File: config.mk
export PLATFORM = sky130hd
export DESIGN_NAME = window_compare_stats_flat
export DESIGN_NICKNAME = d
export VERILOG_FILES = /design/src/rtl/window_compare_stats_if.sv /design/src/rtl/window_compare_stats.sv /design/src/flat_wrapper.sv
export SDC_FILE = /design/constraint.sdc
export NUM_CORES = 1
export LEC_CHECK = 0
export BUFFER_PORTS_ARGS = -buffer_cell sky130_fd_sc_hd__buf_2
export CAP_MARGIN = 20
export CORE_MARGIN = 4
export CORE_UTILIZATION = 50
export CTS_CLUSTER_SIZE = 20
export DETAILED_ROUTE_END_ITERATION = 10
export GPL_TIMING_DRIVEN = 1
export MAX_ROUTING_LAYER = met4
export PLACE_DENSITY = 0.71
export SYNTH_ARGS = -nofsm -noshare
export SYNTH_HDL_FRONTEND = slang
export SYNTH_SLANG_ARGS = --single-unit
File: constraint.sdc
create_clock -name clk -period 2.9 [get_ports clk]
set_clock_uncertainty 0.2 [all_clocks]
set_input_delay 0.58 -clock clk [delete_from_list [all_inputs] [get_ports clk]]
set_output_delay 0.58 -clock clk [all_outputs]
set_load 0.1 [all_outputs]
File: src/rtl/window_compare_stats_if.sv
// Handshake and result bundle for window_compare_stats.
// master drives samples/start/out_ready; slave is the statistics stage.
interface window_compare_stats_if #(
  parameter int unsigned WIDTH = 4,
  parameter int unsigned CNT_W = 8
);
  logic             start;
  logic [WIDTH-1:0] threshold;
  logic             in_valid;
  logic [WIDTH-1:0] in_data;
  logic             in_ready;
  logic             out_valid;
  logic             out_ready;
  logic [CNT_W-1:0] gt_count;
  logic [CNT_W-1:0] lt_count;
  logic [CNT_W-1:0] eq_count;
  logic [WIDTH-1:0] max_val;
  logic [WIDTH-1:0] min_val;
  logic             busy;

  modport master (
    output start, threshold, in_valid, in_data, out_ready,
    input  in_ready, out_valid, gt_count, lt_count, eq_count, max_val, min_val, busy
  );

  modport slave (
    input  start, threshold, in_valid, in_data, out_ready,
    output in_ready, out_valid, gt_count, lt_count, eq_count, max_val, min_val, busy
  );
endinterface

File: src/rtl/window_compare_stats.sv
// Windowed threshold-compare statistics (gt/lt/eq counts, running max/min).
// Define WCS_COUNT_SAT_EN for saturating outcome counters; default build wraps.
module window_compare_stats #(
  parameter int unsigned WIDTH  = 4,
  parameter int unsigned CNT_W  = 8,
  parameter int unsigned WINDOW = 16
) (
  input logic                    clk,
  input logic                    rst,
  window_compare_stats_if.slave  bus
);

  typedef enum logic [1:0] {StIdle, StRun, StDone} state_e;

  state_e           state_q, state_d;
  logic [WIDTH-1:0] thr_q, thr_d;
  logic [CNT_W-1:0] gt_q, gt_d;
  logic [CNT_W-1:0] lt_q, lt_d;
  logic [CNT_W-1:0] eq_q, eq_d;
  logic [WIDTH-1:0] max_q, max_d;
  logic [WIDTH-1:0] min_q, min_d;
  logic [15:0]      scnt_q, scnt_d;

  logic accept;
  logic last;

  function automatic logic [CNT_W-1:0] bump(input logic [CNT_W-1:0] v);
`ifdef WCS_COUNT_SAT_EN
    return (&v) ? v : v + CNT_W'(1);
`else
    return v + CNT_W'(1);
`endif
  endfunction

  assign accept = (state_q == StRun) && bus.in_valid;
  // scnt_q holds the number of samples already accepted in this window.
  assign last   = (scnt_q == 16'(WINDOW - 1));

  always_comb begin
    state_d = state_q;
    thr_d   = thr_q;
    gt_d    = gt_q;
    lt_d    = lt_q;
    eq_d    = eq_q;
    max_d   = max_q;
    min_d   = min_q;
    scnt_d  = scnt_q;
    unique case (state_q)
      StIdle: begin
        if (bus.start) begin
          state_d = StRun;
          thr_d   = bus.threshold;
          gt_d    = '0;
          lt_d    = '0;
          eq_d    = '0;
          max_d   = '0;
          min_d   = '0;
          scnt_d  = '0;
        end
      end
      StRun: begin
        if (accept) begin
          if (bus.in_data > thr_q) begin
            gt_d = bump(gt_q);
          end else if (bus.in_data < thr_q) begin
            lt_d = bump(lt_q);
          end else begin
            eq_d = bump(eq_q);
          end
          if (scnt_q == '0) begin
            max_d = bus.in_data;
            min_d = bus.in_data;
          end else begin
            if (bus.in_data > max_q) max_d = bus.in_data;
            if (bus.in_data < min_q) min_d = bus.in_data;
          end
          scnt_d = scnt_q + 16'd1;
          if (last) state_d = StDone;
        end
      end
      StDone: begin
        if (bus.out_ready) state_d = StIdle;
      end
      default: state_d = StIdle;
    endcase
  end

  always_ff @(posedge clk or posedge rst) begin
    if (rst) begin
      state_q <= StIdle;
      thr_q   <= '0;
      gt_q    <= '0;
      lt_q    <= '0;
      eq_q    <= '0;
      max_q   <= '0;
      min_q   <= '0;
      scnt_q  <= '0;
    end else begin
      state_q <= state_d;
      thr_q   <= thr_d;
      gt_q    <= gt_d;
      lt_q    <= lt_d;
      eq_q    <= eq_d;
      max_q   <= max_d;
      min_q   <= min_d;
      scnt_q  <= scnt_d;
    end
  end

  assign bus.in_ready  = (state_q == StRun);
  assign bus.out_valid = (state_q == StDone);
  assign bus.busy      = (state_q == StRun) || (state_q == StDone);
  assign bus.gt_count  = gt_q;
  assign bus.lt_count  = lt_q;
  assign bus.eq_count  = eq_q;
  assign bus.max_val   = max_q;
  assign bus.min_val   = min_q;

endmodule

File: src/flat_wrapper.sv
// flat-port wrapper written by rule: the top's interface ports become plain ports
module window_compare_stats_flat 
#(
  parameter int unsigned WIDTH  = 4,
  parameter int unsigned CNT_W  = 8,
  parameter int unsigned WINDOW = 16
)
  (clk, rst, bus_start, bus_threshold, bus_in_valid, bus_in_data, bus_out_ready, bus_in_ready, bus_out_valid, bus_gt_count, bus_lt_count, bus_eq_count, bus_max_val, bus_min_val, bus_busy);
  window_compare_stats_if #(.WIDTH(WIDTH), .CNT_W(CNT_W)) bus_i ();
  input logic clk;
  input logic rst;
  input wire logic [$bits(bus_i.start)-1:0] bus_start;
  input wire logic [$bits(bus_i.threshold)-1:0] bus_threshold;
  input wire logic [$bits(bus_i.in_valid)-1:0] bus_in_valid;
  input wire logic [$bits(bus_i.in_data)-1:0] bus_in_data;
  input wire logic [$bits(bus_i.out_ready)-1:0] bus_out_ready;
  output wire logic [$bits(bus_i.in_ready)-1:0] bus_in_ready;
  output wire logic [$bits(bus_i.out_valid)-1:0] bus_out_valid;
  output wire logic [$bits(bus_i.gt_count)-1:0] bus_gt_count;
  output wire logic [$bits(bus_i.lt_count)-1:0] bus_lt_count;
  output wire logic [$bits(bus_i.eq_count)-1:0] bus_eq_count;
  output wire logic [$bits(bus_i.max_val)-1:0] bus_max_val;
  output wire logic [$bits(bus_i.min_val)-1:0] bus_min_val;
  output wire logic [$bits(bus_i.busy)-1:0] bus_busy;
  assign bus_i.start = bus_start;
  assign bus_i.threshold = bus_threshold;
  assign bus_i.in_valid = bus_in_valid;
  assign bus_i.in_data = bus_in_data;
  assign bus_i.out_ready = bus_out_ready;
  assign bus_in_ready = bus_i.in_ready;
  assign bus_out_valid = bus_i.out_valid;
  assign bus_gt_count = bus_i.gt_count;
  assign bus_lt_count = bus_i.lt_count;
  assign bus_eq_count = bus_i.eq_count;
  assign bus_max_val = bus_i.max_val;
  assign bus_min_val = bus_i.min_val;
  assign bus_busy = bus_i.busy;
  window_compare_stats #(.WIDTH(WIDTH), .CNT_W(CNT_W), .WINDOW(WINDOW)) u_core (.clk(clk), .rst(rst), .bus(bus_i));
endmodule
**Word level (Yosys, flattened, before mapping)**

Index checks and enable logic that the tools add are counted.

- Divide/modulo/power cells: 0
- Mux-type cells: 29
- Reductions and logical operators: 13
- $add $sub $neg: 4
- Bitwise gates (word level): 0
- Magnitude comparators: 4
- Shift operators: 0
- Multipliers: 0
- Equal/unequal tests: 13

Operators with widths:

| kind | number |
|---|---|
| $mux W8 | 9 |
| $pmux W8 S2 | 3 |
| $mux W16 | 2 |
| $pmux W16 S2 | 1 |
| $mux W4 | 7 |
| $add A8 B1 Y8 const B | 3 |
| $add A16 B1 Y16 const B | 1 |
| $eq A16 B4 Y1 const B | 1 |
| $logic_not A16 Y1 | 1 |
| $pmux W4 S2 | 2 |
| $reduce_and A4 Y1 | 4 |
| $reduce_and A5 Y1 | 2 |
| $gt A4 B4 Y1 | 2 |
| $lt A4 B4 Y1 | 2 |
| $mux W2 | 4 |
| $ne A2 B1 Y1 const B | 4 |
| $ne A2 B2 Y1 const B | 4 |
| $ne A3 B1 Y1 const B | 2 |
| $pmux W2 S3 | 1 |
| $reduce_and A3 Y1 | 1 |
| $eq A2 B1 Y1 const B | 1 |
| $eq A2 B2 Y1 const B | 1 |
| $logic_not A2 Y1 | 1 |
| $reduce_and A2 Y1 | 1 |
| 3 further kinds | 3 |

- Register bits: 54
- Bits in writable memories: 0
- Input bits: 13
- Bits in read-only memories: 0
- Memories: 0
- Latch bits: 0
- Logic and storage cells: 71

**Depth between registers and ports, before layout**

Gate-level depths: netlist of run 1.

- Depth after elaboration: 5
- Mapped depth: 9
- Gate-level depth less buffers: 7

**Worst setup path before layout of run 1**

OpenSTA, ideal clock, no wires.

- Path kind: register to register
- Start: reg u_core.state_q[1]
- End: reg u_core.scnt_q[11]
- Setup time: 0.132 ns
- Path buffers: 2
- Slack: -0.030 ns
- Period minus slack after synthesis: 2.930 ns
- Required time: 2.568 ns
- Data arrival time: 2.598 ns
- Cell stages (with the launch flop): 10
- Cells stage by stage: dfrtp_1 > inv_1 > ha_1 > mux2i_2 > a21o_1 > buf_6 > buf_6 > nor4_1 > xnor2_1 > nor2_1

- Longest elaborated chain between the ends: 4
- Elaborated cells between the ends (all ways): 8
- Classes of those cells: eq/ne (3); mux (1); reduce/logical (4)

Ends and longest elaborated chain:

| element | line | source |
|---|---|---|
| start, declared | window_compare_stats.sv:15 | `state_e state_q, state_d;` |
| start signal, assigned | window_compare_stats.sv:90 | `state_q <= StIdle;` |
| start signal, assigned | window_compare_stats.sv:99 | `state_q <= state_d;` |
| $eq A2 B1 Y1 (*) | -- |  |
| via bus_in_ready | flat_wrapper.sv:17 | `output wire logic [$bits(bus_i.in_ready)-1:0] bus_in_ready;` |
| $logic_and A1 B1 Y1 | window_compare_stats.sv:35 | `assign accept = (state_q == StRun) && bus.in_valid;` |
| $ne A2 B1 Y1 (no source line) | -- |  |
| $reduce_and A3 Y1 (no source line) | -- |  |
| end signal, assigned | window_compare_stats.sv:106 | `scnt_q <= scnt_d;` |
| end, declared | window_compare_stats.sv:22 | `logic [15:0] scnt_q, scnt_d;` |

The timed path passes the listed nets; every way through them passes the cells marked *.
A chain may end at the register's enable or synchronous reset.

**Worst setup path after layout of run 1**

- Start: reg u_core.state_q[1]
- End: out bus_in_ready

- Longest elaborated chain between the ends: 1

Ends and longest elaborated chain:

| element | line | source |
|---|---|---|
| $eq A2 B1 Y1 | window_compare_stats.sv:110 | `assign bus.in_ready = (state_q == StRun);` |
| end, declared | flat_wrapper.sv:17 |  |

Every way passes these cells.

==> results of run 1 <==
-- Yosys cell counts, types with 7 or more instances --
cell      instances
dfrtp_1          54
nand3_1          11
clkbuf_1          8
ha_1             20
a21oi_1          15
a22o_1            8
mux2_2           16
buf_2             7
o211ai_1          8
and2_1            8
xnor2_1          11
nor3_1            7
o21ai_0           8
nand4_1           9
nor2_1           22
nor4_1           10
inv_1            18
nand2_1          35
-- critical path, cell delays in order, from the launching register on --
cell     delay [ns]
dfrtp_1        0.39
inv_1          0.11
ha_2           0.36
buf_2          0.49
-- metal layers --
layer / part of all wire, % / up-vias / track usage (%)
met5: 0 / - / -
met4: 1.2 / 0 / 6.901
met3: 4.3 / 7 / 3.376
met2: 49 / 69 / 32.85
met1: 46 / 1388 / 27.09
li1: - / 1376 / -
-- placed cells by master (no fill, tap or decap), types with 4 or more instances in the layout --
cell type / synthesis / layout
dfrtp_1: 54 / 54
buf_2: 7 / 47
nand2_1: 35 / 35
nor2_1: 22 / 22
ha_1: 20 / 19
inv_1: 18 / 17
mux2_2: 16 / 16
a21oi_1: 15 / 15
nand3_1: 11 / 11
xnor2_1: 11 / 11
buf_4: 0 / 11
nor4_1: 10 / 10
nand4_1: 9 / 9
o21ai_0: 8 / 8
and2_1: 8 / 8
o211ai_1: 8 / 8
a22o_1: 8 / 8
nor3_1: 7 / 7
a221o_1: 6 / 6
clkbuf_8: 0 / 6
and3_1: 5 / 5
nor3b_1: 5 / 5
o311ai_0: 4 / 4
-- state kept, by name, indices dropped and copies added, names as in the netlist --
name,flops
u_core.scnt_q,16
u_core.bus.eq_count,8
u_core.bus.gt_count,8
u_core.bus.lt_count,8
u_core.bus.max_val,4
u_core.bus.min_val,4
u_core.thr_q,4
u_core.state_q,2
-- cells by family (layout without fill, tap and decap cells) --
family | count (synthesis) | after routing | synth area share [%]
adder cells (fa/ha/maj) | 20 | 20 | 7.510
multiplexers | 18 | 18 | 6.121
AND/OR/NAND/NOR | 134 | 134 | 21.59
buffers and inverters | 35 | 84 | 4.656
XOR/XNOR | 11 | 11 | 2.891
AO/OA/AOI/OAI | 74 | 74 | 16.67
flip-flops | 54 | 54 | 40.56
-- through the flow --
| step | setup WS, ns | hold WS, ns | instance area [sq um] |
|---|---|---|---|
| after global placement | 0.2919 | 0.2900 | 3661 |
| final | 0.4587 | 0.2517 | 3752 |
| after CTS | 0.4136 | 0.2794 | 3752 |
| after global routing | 0.1853 | 0.2902 | 3752 |
| after floorplan | 0.1785 | 0.2793 | 3334 |
| after detailed placement | 0.2368 | 0.3099 | 3661 |
-- layout make-up --
cell class	instances	area share, %
Timing Repair Buffer	58	8.469
Multi-Input combinational cell	257	48.72
Clock inverter	1	0.1334
Sequential cell	54	36.01
Inverter	18	1.801
Clock buffer	7	2.301
Tap cell	77	2.568
-- power by group through the flow --
stage | combinational, uW | sequential (uW) | clock, uW
floorplan | 1290 | 1980 | 0
global placement | 2570 | 1140 | 0
detailed placement | 2620 | 1150 | 0
CTS | 2630 | 1140 | 454
global route | 2830 | 1170 | 486
finish | 2620 | 1140 | 434
-- how the worst max path moves through the flow --
stage | startpoint | to | slack, ns | cells after the start
2_1_floorplan | u_core.bus.max_val[1] | u_core.bus.max_val[0] | 0.18 | 7
3_5_place_dp | bus_in_data[1] | u_core.bus.lt_count[7] | 0.24 | 8
5_1_grt | u_core.state_q[1] | u_core.bus.gt_count[7] | 0.19 | 8
6_report | u_core.state_q[1] | bus_in_ready | 0.46 | 3
3_3_place_gp | bus_in_data[1] | u_core.bus.lt_count[1] | 0.29 | 7
4_1_cts | u_core.state_q[1] | u_core.bus.gt_count[7] | 0.41 | 8
==> impl_results.md, run 1 <==
- Initial antenna violation count: 0
- Root buffer cell: clkbuf_8
- Core Box Area: 6422 sq um
- Drt drc: 0
- Number of synthesized flops with an enable pin: 0
- Layout Cells excl Fill: 472
- Post-synth ARST share: 100.0%
- Setup TNS: 0 ns
- Crit path kind: reg2out
- Endpoint class of the critical path: output port
- RSZ-0062 raised after global routing: no
- Full die area: 8034 sq um
- Comb pwr share: 62.5%
- Mapped Area: around 3300 sq um
- Worst R2R Start: u_core.state_q[1]
- CTS max path bufs: 2
- FF-to-FF path depth: 8
- Hold-fix buffer count after cts: 0
- Worst rel slew slack: 49.25%
- Initial cell density of the core: 51.88%
- Critical Path AT: 1.66 ns
- Critical path startpoint category: register
- Post CTS Setup Buffer Count: 0
- I/O Pins: 48
- Tot Pwr: 4188 uW
- DRT iter0 DRCs: between 150 and 200
- Average routed wire per standard cell: 15.87 microns
- Synth-to-layout area growth: 12.62%
- Total iterations of the first detailed-routing run: 4
- First-pass GRT wire length: approximately 13,000 microns
- Cell taking the most area after synthesis: dfrtp_1
- Die width: about 90 microns
- Final wirelength: 7489 microns
- FF+latch area: 1351 sq um
- IO buf count: 47
- Crit-path max FO: 15
- P_int: 1851 uW
- Min-Delay Path Class: in2async
- Ant. Diodes: 0
- Worst EP required: 2.12 ns
- ANT nets after route: 0
- Synth Flop Type: dfrtp_1
- H-tree level count: 2
- Clock power share: 10.4%
- Crit share post-route: between 80% and 90%
- Slew @ Worst Pin: 0.7585 ns
- Multi-input logic area: ~1800 sq um
- Status: completed
- Insertion delay to the later sink of the worst-skew pair: 0.31 ns
- Remaining global-route overflow: 0
- Post-Route Utilization: 58.43%
- CTS tree: built
- Core Rows: 29
- Vias/cell: 6.017
- Sw Share: 55.79%
- Vias in the first global route: 2,789
- Seq pwr share: 27.2%
- Area contributors post-synth: dfrtp_1, ha_1, mux2_2
- Clock sink total: 54
- Post-synthesis sequential area ratio: 40.56%
- Share of cells above drive strength 1: 23.04%
- Hpwl dp: 5377 microns
- RR Endpoint: u_core.scnt_q[11]
- Overall routing resource usage: 20.73%
- Placed insts: 464
- FILL cells: 572
- PwrDens: 1116 nW/um^2
- Die extent in y: 89.63 microns
- Vias: ~2,800
- Final Slew Violations: 0
- Yosys warns: 0
- Yosys reg bits: between 50 and 60
- Top-area cell type share of the netlist area: 40.56%
- Min Clock Period, post-route: roughly 2.4 ns
- P_sw: ~2300 uW
- Clock-pin slew on the worst setup and hold paths: approximately 0.10 ns
- R2R setup slack: 0.47 ns
- Final estimated routing congestion in global placement: 0.8577
- Post-Synthesis Cells: 346
- Fmax: 409.6 MHz
- Nets: 427
- CTS resizes: 0
- Post-Synthesis Net Count: 379
- VDD IR max: 0.4492 mV
- Synth unique cells: 53
- MaxCap Viol Count: 0
- Synthesized area per cell: roughly 9.6 sq um
- Leakage power: 0.001763 uW
- CTS buffer count: 5
- Setup violators final: 0
- Final hold violation count: 0
- Largest net degree at the start of global routing: 55
(Power assumes the default switching activity.)
==> inputs of run 2 (changes only) <==
--- a/config.mk
+++ b/config.mk
@@ -13,7 +13,7 @@
 export DETAILED_ROUTE_END_ITERATION = 10
 export GPL_TIMING_DRIVEN = 1
 export MAX_ROUTING_LAYER = met4
-export PLACE_DENSITY = 0.71
+export PLACE_DENSITY = 0.74
 export SYNTH_ARGS = -nofsm -noshare
 export SYNTH_HDL_FRONTEND = slang
 export SYNTH_SLANG_ARGS = --single-unit
==> constraint.sdc (replaced) <==
create_clock -name clk -period 2 [get_ports clk]
set_clock_uncertainty 0.2 [all_clocks]
set_input_delay 0.4 -clock clk [delete_from_list [all_inputs] [get_ports clk]]
set_output_delay 0.4 -clock clk [all_outputs]
set_load 0.1 [all_outputs]
==> run 2 against run 1 <==
The flow now finishes with violations (setup timing). Register-to-register slack got worse by 0.63 ns. Critical path depth up 4. Count of clock-buffer cells in the layout is 1 lower. Worst setup slack worse by 0.62 ns. Combinational power increased by 110%. Worst hold slack worse by 0.14 ns. Sequential cell count did not move. Power grew 90%. Global-route usage increased by 4.5 points. Final cell count is 14% higher. Via count rose by 14%. Clock power up 47%.
==> impl_results.md, run 2 (same netlist as run 1, synthesis figures left out) <==
- Vias: 3,233
- Clock power share: 8.0%
- Full die area: between 8000 and 9000 sq um
- Worst EP required: 2.01 ns
- Hpwl dp: 6190 microns
- First-pass GRT wire length: 15,360 microns
- Sw Share: between 50% and 60%
- Comb pwr share: a little over two thirds
- Biggest register: u_core.scnt_q
- Nets: 494
- Die extent in y: 89.63 microns
- Slew @ Worst Pin: about 0.5 ns
- P_sw: slightly above 4000 uW
- Insertion delay to the later sink of the worst-skew pair: approximately 0.32 ns
- Setup violators final: 38
- Setup TNS: -2.662 ns
- Crit path kind: reg2reg
- Critical path startpoint category: register
- Clock-pin slew on the worst setup and hold paths: ~0.10 ns
- Max FFs per register: 16
- Largest net degree at the start of global routing: 55
- RR Endpoint: u_core.bus.lt_count[1]
- VDD IR max: approximately 0.97 mV
- Synth-to-layout area growth: 49.00%
- Core Box Area: between 6000 and 7000 sq um
- Die width: 89.63 microns
- RSZ-0062 raised after global routing: yes
- Drt drc: 0
- Pre-CTS setup slack: -0.2957 ns
- CTS buffer count: 5
- Remaining global-route overflow: 0
- Hold Slack: 0.1103 ns
- Worst setup margin: -0.1595 ns
- Fmax: roughly 460 MHz
- Commonest non-fill, non-tap cell in the layout: buf_4
- Vias/cell: 5.998
- Worst R2R Start: u_core.thr_q[1]
- Average routed wire per standard cell: 18.24 microns
- CTS tree: built
- Most frequent cells in the layout: buf_4, buf_2, nand2_1, dfrtp_1, dfrtp_2
- ANT nets after route: 0
- Root buffer cell: clkbuf_8
- Final Slew Violations: 0
- Vias in the first global route: 3,148
- Ant. Diodes: 0
- Total iterations of the first detailed-routing run: 4
- CTS max path bufs: 2
- IO buf count: 47
- Failing checks: setup timing
- MaxCap Viol Count: 0
- Status: finished, violations left
- Share of cells above drive strength 1: around half
- Hold depth: 2
- Final hold violation count: 0
- Hold path start: bus_threshold[2]
- Final wirelength: 9832 microns
- Min-Delay Path Class: in2reg
- Crit share post-route: 108.0%
- Seq pwr share: between 20 and 25%
- Worst rel slew slack: 66.75%
- Critical Path AT: 2.17 ns
- Final estimated routing congestion in global placement: slightly above 0.8
- Crit-path max FO: 8
- Tot Pwr: 7936 uW
- Hold EP: u_core.thr_q[2]
- PwrDens: 1598 nW/um^2
- Overall routing resource usage: 25.27%
- P_int: between 3000 and 4000 uW
- Leakage power: 0.002318 uW
- Post-Route Utilization: between 70 and 80%
- I/O Pins: between 40 and 50
- Core Rows: 29
- Initial antenna violation count: 0
- FF-to-FF path depth: 7
- Min Clock Period, post-route: 2.159 ns
- H-tree level count: 2
- R2R setup slack: -0.16 ns
- Endpoint class of the critical path: register
- Initial cell density of the core: 51.88%
- Clock sink total: 54
- DRT iter0 DRCs: 191
run 2: cell types whose count changed in the layout (fill, tap and decap cells not counted), sizes merged:
cell	previous run	this run
clkinv	1	2
buf	58	122
and2	8	9
dlygate4sd3	0	1
run 2: stage by stage:
step	instance area, sq um	std cells
after floorplan	3690	346
after global placement	4403	512
after detailed placement	4403	512
after CTS	4788	531
after global routing	4965	539
final	4965	539
run 2: worst max-delay path by stage:
stage / start / to / slack [ns] / cells past startpoint
after detailed placement: bus_in_data[1] / u_core.bus.eq_count[5] / -0.30 / 7
after global placement: bus_in_data[3] / u_core.bus.gt_count[6] / -0.23 / 7
final: u_core.thr_q[1] / u_core.bus.lt_count[1] / -0.16 / 7
after global routing: u_core.state_q[1] / u_core.scnt_q[7] / -0.23 / 10
after floorplan: u_core.bus.max_val[1] / u_core.bus.max_val[0] / -0.24 / 7
after CTS: u_core.scnt_q[14] / u_core.state_q[0] / -0.14 / 5
run 2: critical path, cell delays in order (launching register included):
cell and delay (ns):
dfrtp_1 0.41, inv_2 0.08, ha_4 0.19, nor2b_4 0.13, o211ai_4 0.32, and2_4 0.25, mux2_4 0.30, a22o_1 0.17
run 2: cell type report:
type,count,area [sq um]
inverters,18,67.56
fillers,402,1458
multi-input cells,258,2321
well taps,77,96.34
clock buffers,6,72.57
repair buffers,124,1015
flip-flops and latches,54,1379
clock inverters,2,13.76
run 2: layer usage:
metal  vias up  wire (microns)  global-route usage (%)
met5         -               0                       -
met4         0             125                   7.037
met3        12             356                   4.015
met2        70            4909                   40.89
met1      1638            4440                   32.97
li1       1513               -                       -
run 2: power groups by stage:
stage | logic [uW] | registers [uW] | clock network [uW]
5_1_grt | 5890 | 1750 | 701
2_1_floorplan | 2320 | 2920 | 0
6_report | 5590 | 1710 | 638
3_5_place_dp | 4690 | 1690 | 0
3_3_place_gp | 4590 | 1680 | 0
4_1_cts | 5230 | 1690 | 635
run 2: what timing repair did:
action	4_1_cts	5_1_grt
buffers inserted	9	9
pin swaps	29	36
resized for setup	42	29
cloned	1	2
hold buffers	1	0
setup endpoints to repair	42	49
hold endpoints to repair	54	0
==> inputs of run 3 (changes only) <==
--- a/config.mk
+++ b/config.mk
@@ -7,7 +7,6 @@
 export LEC_CHECK = 0
 export BUFFER_PORTS_ARGS = -buffer_cell sky130_fd_sc_hd__buf_2
 export CAP_MARGIN = 20
-export CORE_MARGIN = 4
 export CORE_UTILIZATION = 50
 export CTS_CLUSTER_SIZE = 20
 export DETAILED_ROUTE_END_ITERATION = 10
==> run 3 against run 2 <==
The run still ends with setup timing left. Global-route usage grew 0.99 points. Sequential share of layout area up 0.48 points. Power down 2.9%. Routed wire length decreased by 11%. Core utilization down 0.87 points. Final area is 1.7% lower. Critical path type unchanged. Largest cell class unchanged. Largest power group unchanged.
==> impl_results.md, run 3 (same netlist as run 1, synthesis figures left out) <==
- Initial cell density of the core: 52.17%
- Core Box Area: 6386 sq um
- Endpoint class of the critical path: register
- Insertion delay to the later sink of the worst-skew pair: 0.30 ns
- Biggest register: u_core.scnt_q
- PwrDens: 1578 nW/um^2
- Remaining global-route overflow: 0
- IO buf count: 47
- Nets: 489
- Critical path startpoint category: register
- Most frequent cells in the layout: buf_4, buf_2, nand2_1
- Vias in the first global route: 3,074
- ANT nets after route: 0
- Worst setup margin: -0.1266 ns
- Critical Path AT: 2.12 ns
- Min-Delay Path Class: in2reg
- Clock sink total: 54
- Commonest non-fill, non-tap cell in the layout: buf_4
- Final Slew Violations: 0
- Design Area, Final: ~5000 sq um
- CTS tree: built
- Setup violators final: 32
- Max FFs per register: 16
- FF+latch area: around 1400 sq um
- Root buffer cell: clkbuf_8
- Die width: 83.63 microns
- Failing checks: setup timing
- Die extent in y: 83.63 microns
- Hpwl dp: 6013 microns
- Initial antenna violation count: 0
- Vias: 3,124
- Drt drc: 0
- Crit-path max FO: 7
- Final wirelength: 8799 microns
- I/O Pins: 48
- VDD IR max: 1.394 mV
- Fmax: between 400 and 500 MHz
- Worst rel slew slack: 66.19%
- Share of cells above drive strength 1: about half
- Vias/cell: 5.850
- Crit share post-route: 106.3%
- Core Rows: 29
- H-tree level count: 2
- Placed insts: 511
- Crit path kind: reg2reg
- Multi-input logic area: 2312 sq um
- Synth-to-layout area growth: 46.49%
- Slew @ Worst Pin: between 0.5 and 0.6 ns
- Final estimated routing congestion in global placement: 0.8696
- Full die area: 6994 sq um
- Status: finished, violations left
- Worst EP required: 2.00 ns
- Total iterations of the first detailed-routing run: 4
- DRT iter0 DRCs: 111
- Overall routing resource usage: a little over a quarter
- Ant. Diodes: 0
- Leakage power: 0.002268 uW
- First-pass GRT wire length: roughly 14,000 microns
- FILL cells: between 400 and 500
- Layout Cells excl Fill: 534
- Final hold violation count: 0
- Clock-pin slew on the worst setup and hold paths: 0.10 ns
- RSZ-0062 raised after global routing: yes
- Placed cell areas: 4408 sq um
- Average routed wire per standard cell: 16.48 microns
- Largest net degree at the start of global routing: 55
- MaxCap Viol Count: 0
- CTS max path bufs: 2
- CTS buffer count: 5
- Min Clock Period, post-route: 2.127 ns
## run 3: power breakdown
part           internal (uW)  switching [uW]
Clock                    250             355
Combinational           2090            3320
Sequential              1390             295
## run 3: metal layers
| metal | GRT usage, % | up-vias | part of all wire (%) |
|---|---|---|---|
| li1 | - | 1511 | - |
| met4 | 6.780 | 0 | 1.1 |
| met2 | 42.50 | 61 | 48 |
| met5 | - | - | 0 |
| met1 | 34.31 | 1544 | 47 |
| met3 | 4.550 | 8 | 3.6 |
## run 3: repair_timing
| action | CTS | global route |
|---|---|---|
| hold buffers | 1 | 0 |
| gates resized for setup | 27 | 30 |
| endpoints found under the hold margin | 54 | 0 |
| cloned | 2 | 0 |
| endpoints found under the setup margin | 45 | 49 |
| setup buffers | 8 | 4 |
| pin swaps | 21 | 25 |
## run 3: area by class of cell
type	instances	share of cell area, %
multi-input cells	259	47.37
flip-flops and latches	54	28.25
repair buffers	118	19.38
well taps	77	1.974
clock buffers	8	1.641
inverters	18	1.384
## run 3: per-stage QoR
step / power, uW / worst slack [ns] / utilization, % / setup TNS (ns) / hold slack, ns
final: 7703 / -0.1266 / 76.43 / -1.884 / 0.1220
after global routing: 8114 / -0.2164 / 76.43 / -5.539 / 0.1029
after CTS: 7284 / -0.08650 / 73.55 / -1.347 / 0.1107
after detailed placement: 6339 / -0.2537 / 69.02 / -6.657 / 0.2786
after global placement: 6252 / -0.2134 / 69.02 / -5.383 / 0.2702
after floorplan: 5240 / -0.2385 / - / -5.631 / 0.2793
## run 3: path summary, 6_finish.rpt
check	cells past startpoint	endpoint	slack [ns]	startpoint
setup / recovery	7	u_core.bus.lt_count[0]	-0.13	u_core.thr_q[3]
min in group asynchronous	4	u_core.bus.max_val[3]	0.49	rst
max in group asynchronous	4	u_core.bus.gt_count[2]	0.83	rst
setup reg to reg	7	u_core.bus.lt_count[0]	-0.13	u_core.thr_q[3]
hold reg to reg	1	u_core.bus.min_val[3]	0.34	u_core.bus.min_val[3]
hold / removal	2	u_core.thr_q[1]	0.12	bus_threshold[1]
## run 3: critical path, stage by stage (launching register included)
cell and delay (ns):
dfrtp_1 0.40, inv_2 0.07, ha_4 0.21, buf_6 0.12, a21oi_4 0.28, and2_4 0.27
mux2_4 0.30, a22o_1 0.18
